`src/rtl/backlight_frame_scheduler.sv`:
```
// backlight_frame_scheduler: streams one frame of zone averages, scaled by a latched
// ambient gain or replaced by a test pattern, into the LED driver's back buffer.
module backlight_frame_scheduler #(
    parameter int ZONES = 360
) (
    input  logic       I_clk,
    input  logic       I_rst,
    input  logic       I_frame_done,
    input  logic [1:0] I_mode,
    input  logic [7:0] I_bright,
    output logic [8:0] O_zone_raddr,
    input  logic [7:0] I_zone_rdata,
    output logic       O_wr_en,
    input  logic       I_drv_ready,
    output logic [8:0] O_wr_addr,
    output logic [7:0] O_wr_data,
    output logic       O_swap,
    output logic       O_busy,
    output logic [7:0] O_drop_cnt
);
    typedef enum logic [2:0] {IDLE, LATCH, RD, CALC, WR, SWAP} state_t;
    state_t      state_q;
    logic [1:0]  mode_q;
    logic [8:0]  gain_q, idx_q, raddr_q, waddr_q, gain_sum, gain_d;
    logic [7:0]  wdata_q, drop_q, scaled, calc_d;
    logic        pending_q, wr_en_q, swap_q, busy_q, in_frame;
    logic [16:0] prod;
    assign gain_sum = 9'd64 + {1'b0, I_bright};
    assign gain_d   = gain_sum > 9'd256 ? 9'd256 : gain_sum;
    assign prod     = {9'd0, I_zone_rdata} * {8'd0, gain_q};
    assign scaled   = 8'(prod >> 8);
    // Checker pattern lights even zones and darkens odd ones.
    assign calc_d   = mode_q == 2'd0 ? scaled :
                      mode_q == 2'd1 ? 8'hff :
                      mode_q == 2'd2 ? {8{~idx_q[0]}} : I_zone_rdata;
    assign in_frame = state_q inside {LATCH, RD, CALC, WR};
    always_ff @(posedge I_clk) begin
        if (I_rst) begin
            state_q   <= IDLE;
            mode_q    <= '0;
            gain_q    <= '0;
            idx_q     <= '0;
            raddr_q   <= '0;
            waddr_q   <= '0;
            wdata_q   <= '0;
            drop_q    <= '0;
            pending_q <= 1'b0;
            wr_en_q   <= 1'b0;
            swap_q    <= 1'b0;
            busy_q    <= 1'b0;
        end else begin
            // A frame arriving mid-transfer is queued once; further ones are lost.
            if (in_frame && I_frame_done) begin
                if (pending_q) drop_q <= drop_q + {7'd0, drop_q != 8'hff};
                else pending_q <= 1'b1;
            end
            case (state_q)
                IDLE: if (I_frame_done) begin
                    state_q <= LATCH;
                    busy_q  <= 1'b1;
                end
                LATCH: begin
                    mode_q  <= I_mode;
                    gain_q  <= gain_d;
                    idx_q   <= '0;
                    state_q <= RD;
                end
                RD: begin
                    raddr_q <= idx_q;
                    state_q <= CALC;
                end
                CALC: begin
                    wdata_q <= calc_d;
                    waddr_q <= idx_q;
                    wr_en_q <= 1'b1;
                    state_q <= WR;
                end
                WR: if (I_drv_ready) begin
                    wr_en_q <= 1'b0;
                    if (idx_q == 9'(ZONES - 1)) begin
                        swap_q  <= 1'b1;
                        state_q <= SWAP;
                    end else begin
                        idx_q   <= idx_q + 9'd1;
                        state_q <= RD;
                    end
                end
                SWAP: begin
                    swap_q <= 1'b0;
                    if (pending_q || I_frame_done) begin
                        pending_q <= 1'b0;
                        state_q   <= LATCH;
                    end else begin
                        busy_q  <= 1'b0;
                        state_q <= IDLE;
                    end
                end
                default: state_q <= IDLE;
            endcase
        end
    end
    assign O_zone_raddr = raddr_q;
    assign O_wr_en      = wr_en_q;
    assign O_wr_addr    = waddr_q;
    assign O_wr_data    = wdata_q;
    assign O_swap       = swap_q;
    assign O_busy       = busy_q;
    assign O_drop_cnt   = drop_q;
endmodule

```
`config.mk`:
```
export PLATFORM = sky130hd
export DESIGN_NAME = backlight_frame_scheduler
export DESIGN_NICKNAME = d
export VERILOG_FILES = /design/src/rtl/backlight_frame_scheduler.sv
export SDC_FILE = /design/constraint.sdc
export NUM_CORES = 1
export LEC_CHECK = 0
export BUFFER_PORTS_ARGS = -buffer_cell sky130_fd_sc_hd__buf_4
export CAP_MARGIN = 20
export CORE_AREA = 2 2 122 124
export CTS_CLUSTER_DIAMETER = 60
export DETAILED_ROUTE_END_ITERATION = 6
export DIE_AREA = 0 0 124 126
export GPL_TIMING_DRIVEN = 0
export PLACE_DENSITY = 0.49
export SYNTH_ARGS = -nofsm -noshare
export SYNTH_HDL_FRONTEND = slang
export SYNTH_SLANG_ARGS = --single-unit
export TNS_END_PERCENT = 50
```
`constraint.sdc`:
```
create_clock -name I_clk -period 12.07 [get_ports I_clk]
set_clock_uncertainty 0.2 [all_clocks]
set_input_delay 1.207 -clock I_clk [delete_from_list [all_inputs] [get_ports I_clk]]
set_output_delay 1.207 -clock I_clk [all_outputs]
set_load 0.02 [all_outputs]
```
# After elaboration in Yosys (flattened, before gate mapping)
# Index checks and enable logic that the tools add are counted.
word_totals:
  output_inout_bits: 37
  inputBits: 22
  regBits: 61
op_classes:
  n_bitwise: 1
  add_sub_neg: 3
  mux: 23
  n_reduce_logical: 15
  n_eq_ne: 14
  order_cmp: 1
  n_mul: 1
op_table:
  columns: ["cell", "count"]
  rows:
  - ["$mux 9", 3]
  - ["$mux 8", 3]
  - ["$pmux 3 s6", 1]
  - ["$pmux 9 s2", 1]
  - ["$mul 8x9->16", 1]
  - ["$add 7x8->9 const A", 1]
  - ["$add 9x1->9 const B", 1]
  - ["$eq 9x9->1 const B", 1]
  - ["$gt 9x9->1 const B", 1]
  - ["$mux 1", 9]
  - ["$mux 3", 3]
  - ["$reduce_and 3->1", 3]
  - ["$add 8x1->8", 1]
  - ["$ne 2x2->1 const B", 4]
  - ["$ne 8x8->1 const B", 1]
  - ["$reduce_bool 2->1", 4]
  - ["$eq 3x2->1 const B", 2]
  - ["$eq 3x3->1 const B", 2]
  - ["$pmux 1 s2", 3]
  - ["$reduce_and 2->1", 3]
  - ["$reduce_bool 4->1", 1]
  - ["$eq 3x1->1 const B", 1]
  - ["$logic_not 3->1", 1]
  - ["$eq 2x1->1 const B", 1]
  - ["6 further kinds", 6]

# Logic depth before layout (Yosys ltp)
logic_depth:
  word_depth: 6
  depth_mapped: 16

# Worst setup path after synthesis
# Ideal clock, no wire load.
synth_timing:
  kind: "input to register"
  startpoint: "in I_zone_rdata[7]"
  endpoint: "reg wdata_q[7], in the netlist O_wr_data[7]"
  setup_time_ns: 0.087
  stages: 14
  n_path_buf: 1
  arrival_ns: 5.043
  slack_ns: 6.740
  cell_sequence: "clkbuf_1 -> and2_1 -> fa_1 -> fa_1 -> fa_1 -> inv_1 -> fa_1 -> inv_1 -> ha_1 -> a21oi_1 -> o21ai_0 -> a221o_1 -> o21a_1 -> o31ai_1"
synth_via:
  elab_chain_cells: 3
  elab_cells_between_ends: 4
  classes_between: "1 x mul; 3 x mux"
synth_rtl:
  columns: ["item", "line_no", "text"]
  rows:
  - ["start: declaration", "12", "input logic [7:0] I_zone_rdata,"]
  - ["parallel branches: the longest is 2 deep, another holds $mul 8x9->16", null, null]
  - ["$mux 8 (*)", "33", "assign calc_d = mode_q == 2'd0 ? scaled :"]
  - ["end signal: assignment", "73", "wdata_q <= calc_d;"]
  - ["end: declaration", "25", "logic [7:0] wdata_q, drop_q, scaled, calc_d;"]
# Every way passes the cells marked *.
# A chain may end at the register's enable or synchronous reset.

# Final worst setup path
layout_timing:
  startpoint: "in I_zone_rdata[5]"
  endpoint: "reg wdata_q[7], in the netlist O_wr_data[7]"
layout_via:
  elab_chain_cells: 2
layout_rtl:
  columns: ["item", "line_no", "text"]
  rows:
  - ["$mul 8x9->16", "30", "assign prod = {9'd0, I_zone_rdata} * {8'd0, gain_q};"]
  - ["$mux 8", "33", null]
# No other way between the ends.

==> results_tabular.tex <==
\begin{tabular}{lr}
\hline
Metric & Value \\
\hline
\multicolumn{2}{l}{\textbf{GRT}} \\
Antenna violations before repair & 0 \\
Number of global-route vias before repair & 4203 \\
All-Layer GR Usage & 17.28\% \\
First-pass GRT wire length & 21290 um \\
Pin count of the biggest net entering global routing & 11 \\
Final global-route overflow total & 0 \\
\multicolumn{2}{l}{\textbf{Run}} \\
Max-cap violations & 0 \\
\multicolumn{2}{l}{\textbf{Power and ir drop}} \\
Power per cell area & 99.69 nW/um\^{}2 \\
Maximum ir drop on the vdd rail & 0.00009677 V \\
Power share of the sequential group & 37.5\% \\
Proportion of power drawn by the clock network & 40.2\% \\
Overall power consumption & 0.5833 mW \\
NetSw & 0.1766 mW \\
Internal cell power & 0.4066 mW \\
Total leakage power & 2.641 nW \\
Fraction of power consumed by combinational cells & 22.3\% \\
Fraction of power spent switching nets & 30.28\% \\
\multicolumn{2}{l}{\textbf{Synthesis}} \\
Count of flip-flops with a built-in enable after synthesis & 0 \\
Ranking of synthesized cells by area & dfxtp\_1 (25\%), fa\_1 (16\%), ha\_1 (9.3\%) \\
Fraction of registers with async set/reset & 0\% \\
Sequential cell area fraction in the yosys report & 24.64\% \\
Unique masters post-synth & 56 \\
Average cell area after synthesis & 8.649 sq um \\
Largest area contributor in the netlist & dfxtp\_1 \\
Post-Syn Nets & 672 \\
Warnings, synthesis & 0 \\
Area share of the largest cell type after synthesis & 24.64\% \\
Commonest register cell after synthesis & dfxtp\_1 \\
Total of flip-flops plus latches after synthesis & 61 \\
Synthesized instance count & 573 \\
Synthesized cell area & 4956 sq um \\
\multicolumn{2}{l}{\textbf{Worst setup path}} \\
Arrival time worst endpoint & 5530 ps \\
Kind of end point of the critical path & flip-flop \\
Slowest stage delay, CP & 550 ps \\
Worst-path cell with the longest stage delay & fa\_1 \\
Max Fanout on Critical Path & 10 \\
Worst path required time & 12100 ps \\
Startpoint-to-endpoint class of the critical path & input port to flip-flop \\
List of cells traversed by the critical path & clkbuf\_1 -> and2\_1 -> fa\_1 -> fa\_1 -> fa\_1 -> inv\_1 -> fa\_1 -> inv\_1 -> ha\_1 -> a21oi\_1 -> o21ai\_0 -> a221o\_1 -> o21a\_1 -> o31ai\_1 \\
Cell mode on critical path & fa\_1 \\
Critical Path Start Type & input port \\
\multicolumn{2}{l}{\textbf{Layout}} \\
Area growth from synthesis to layout & 18.05\% \\
Most common cell after layout, fill and taps aside & nand2\_1 \\
Area used by multi-input combinational logic & 3417 sq um \\
Sequential Area & 1221 sq um \\
Post-layout util & 40.87\% \\
Filler cell count in the final layout & 1494 \\
Layout Cells excl Fill & 824 \\
Commonest cells after routing, fill and taps aside & nand2\_1 (65), dfxtp\_1 (61), inv\_1 (58) \\
Fin nets & 736 \\
Proportion of layout cells with a drive suffix above 1 & 14.22\% \\
Diodes inserted & 0 \\
Post-Layout Inst Area & 5851 sq um \\
\multicolumn{2}{l}{\textbf{STA}} \\
Hold Fails Final Rpt & 0 \\
Transition at the pin with the smallest max-transition slack & 691.8 ps \\
RSZ-0062 raised after global routing & no \\
Min cycle time layout & 5496 ps \\
Post-route clock period utilization & 45.54\% \\
Sum of negative setup slack & 0 ps \\
Worst setup margin & 6574 ps \\
Worst hold margin & 257.6 ps \\
Setup violation total in the final timing report & 0 \\
Peak clock frequency supported by timing & 181.9 MHz \\
Number of pins with negative max-slew slack in the final report & 0 \\
Max transition margin & 53.52\% \\
\multicolumn{2}{l}{\textbf{Die}} \\
Die width & 124 um \\
Standard-cell row count & 44 \\
Overall die area & 15620 sq um \\
Height of the die & 126 um \\
Floorplan core area & 14310 sq um \\
Ports placed on the boundary & 59 \\
Effective utilization at floorplan & 34.62\% \\
\multicolumn{2}{l}{\textbf{Clocking}} \\
Clk\_lat worst skew & 330 ps \\
Setup repair bufs after CTS & 0 \\
Num CTS Buffers & 9 \\
Total number of clock tree sinks & 61 \\
Clock H-tree levels & 3 \\
Number of gates resized after cts & 0 \\
Worst-case clock buffer depth & 2 \\
TritonCTS clock tree & yes \\
Hold Buf Count CTS & 0 \\
Clock tree root buffer cell & clkbuf\_16 \\
Clock edge transition at the registers on the reported setup and hold paths & 50 ps \\
\multicolumn{2}{l}{\textbf{Worst hold path}} \\
Min-Delay Path Class & flip-flop to flip-flop \\
\multicolumn{2}{l}{\textbf{Placed design}} \\
Port-buffer cells & 53 \\
Post-detail-place hpwl & 9824 um \\
Cell Count Post-Placement & 810 \\
DP Worst Slack & 6243 ps \\
Gp weighted congestion & 0.8015 \\
Placement-stage cell area & 5584 sq um \\
\multicolumn{2}{l}{\textbf{Routing}} \\
Count of vias placed by the detailed router & 4107 \\
Number of DRC violations after detailed-routing iteration 0 & 158 \\
Number of remaining DRC errors & 0 \\
First-pass DRT Iterations & 4 \\
Via-to-Cell Ratio & 4.984 \\
Antenna Nets Post-Route & 0 \\
Routed wire length per instance & 15.22 um \\
Final Routed Wirelength & 12540 um \\
\multicolumn{2}{l}{\textbf{Outcome}} \\
Status & finished, final reports clean \\
\hline
\end{tabular}
## layer usage
layer  up-vias  wire length (um)  global-route usage (%)
li1       2054                 -                       -
met4         0               209                   3.635
met1      1965              5923                   22.51
met5         -                 0                       0
met2        70              5890                   28.86
met3        18               521                   4.393
## path summary, 6_finish.rpt
| path | start | end | slack, ps | depth (start not counted) |
|---|---|---|---|---|
| setup / recovery | I_zone_rdata[5] | O_wr_data[7]$_SDFFE_PP0P_ | 6570 | 14 |
| hold / removal | O_wr_addr[8]$_SDFFE_PP0P_ | O_wr_addr[8]$_SDFFE_PP0P_ | 260 | 2 |
| hold reg to reg | O_wr_addr[8]$_SDFFE_PP0P_ | O_wr_addr[8]$_SDFFE_PP0P_ | 260 | 2 |
| setup reg to reg | gain_q[4]$_SDFFE_PP0P_ | O_wr_data[7]$_SDFFE_PP0P_ | 7280 | 13 |
## critical path: cells and delay by family
family,cells,cell delay [ps]
compound gates,5,1200
buf+inv,3,500
simple gates,1,230
fa+ha+maj,5,2400
## logic make-up after synthesis
| logic type | synth area share [%] |
|---|---|
| XOR/XNOR | 3.711 |
| adder cells (fa/ha/maj) | 25.50 |
| buffers and inverters | 6.413 |
| flip-flops | 24.64 |
| AO/OA/AOI/OAI | 14.06 |
| AND/OR/NAND/NOR | 23.25 |
| multiplexers | 2.424 |
## final cells by class
class | count | area share [%]
sequential | 61 | 20.87
tap | 184 | 3.935
clock inverter | 2 | 0.1711
inverter | 58 | 3.721
clock buffer | 12 | 4.384
multi-input combinational | 432 | 58.40
buffer | 22 | 1.711
timing repair buffer | 53 | 6.801
## power by group through the flow
stage / clock [mW] / sequential [mW] / combinational (mW)
2_1_floorplan: 0 / 0.220 / 0.0924
3_3_place_gp: 0 / 0.223 / 0.130
3_5_place_dp: 0 / 0.223 / 0.131
4_1_cts: 0.240 / 0.219 / 0.132
5_1_grt: 0.249 / 0.220 / 0.151
6_report: 0.234 / 0.219 / 0.130
## Yosys cell counts, types with 3 or more instances
library cell	count
and4_1	4
a311o_1	3
and3_1	6
fa_1	40
a21oi_1	36
o211ai_1	3
nand2_1	65
nor3_1	5
nand2b_1	3
nor2_1	40
a2111oi_2	4
mux2i_1	12
buf_2	8
a211o_1	3
a21o_1	3
xnor2_1	13
inv_1	58
clkbuf_1	13
nor2_2	5
and2_1	57
ha_1	37
nand3b_1	5
a22o_1	3
nand3_1	7
a211oi_1	9
xor2_1	8
o21ai_0	19
dfxtp_1	61
nor3b_1	3
nand4_1	6
## flip-flops by register name, summed over array words and instances (netlist names)
signal and cells:
O_wr_addr 9, O_wr_en 1, gain_q 9, state_q 3
pending_q 1, O_swap 1, idx_q 9, O_wr_data 8
mode_q 2, O_drop_cnt 8, O_busy 1, O_zone_raddr 9
Note: power is estimated with default switching activity, not from simulation.
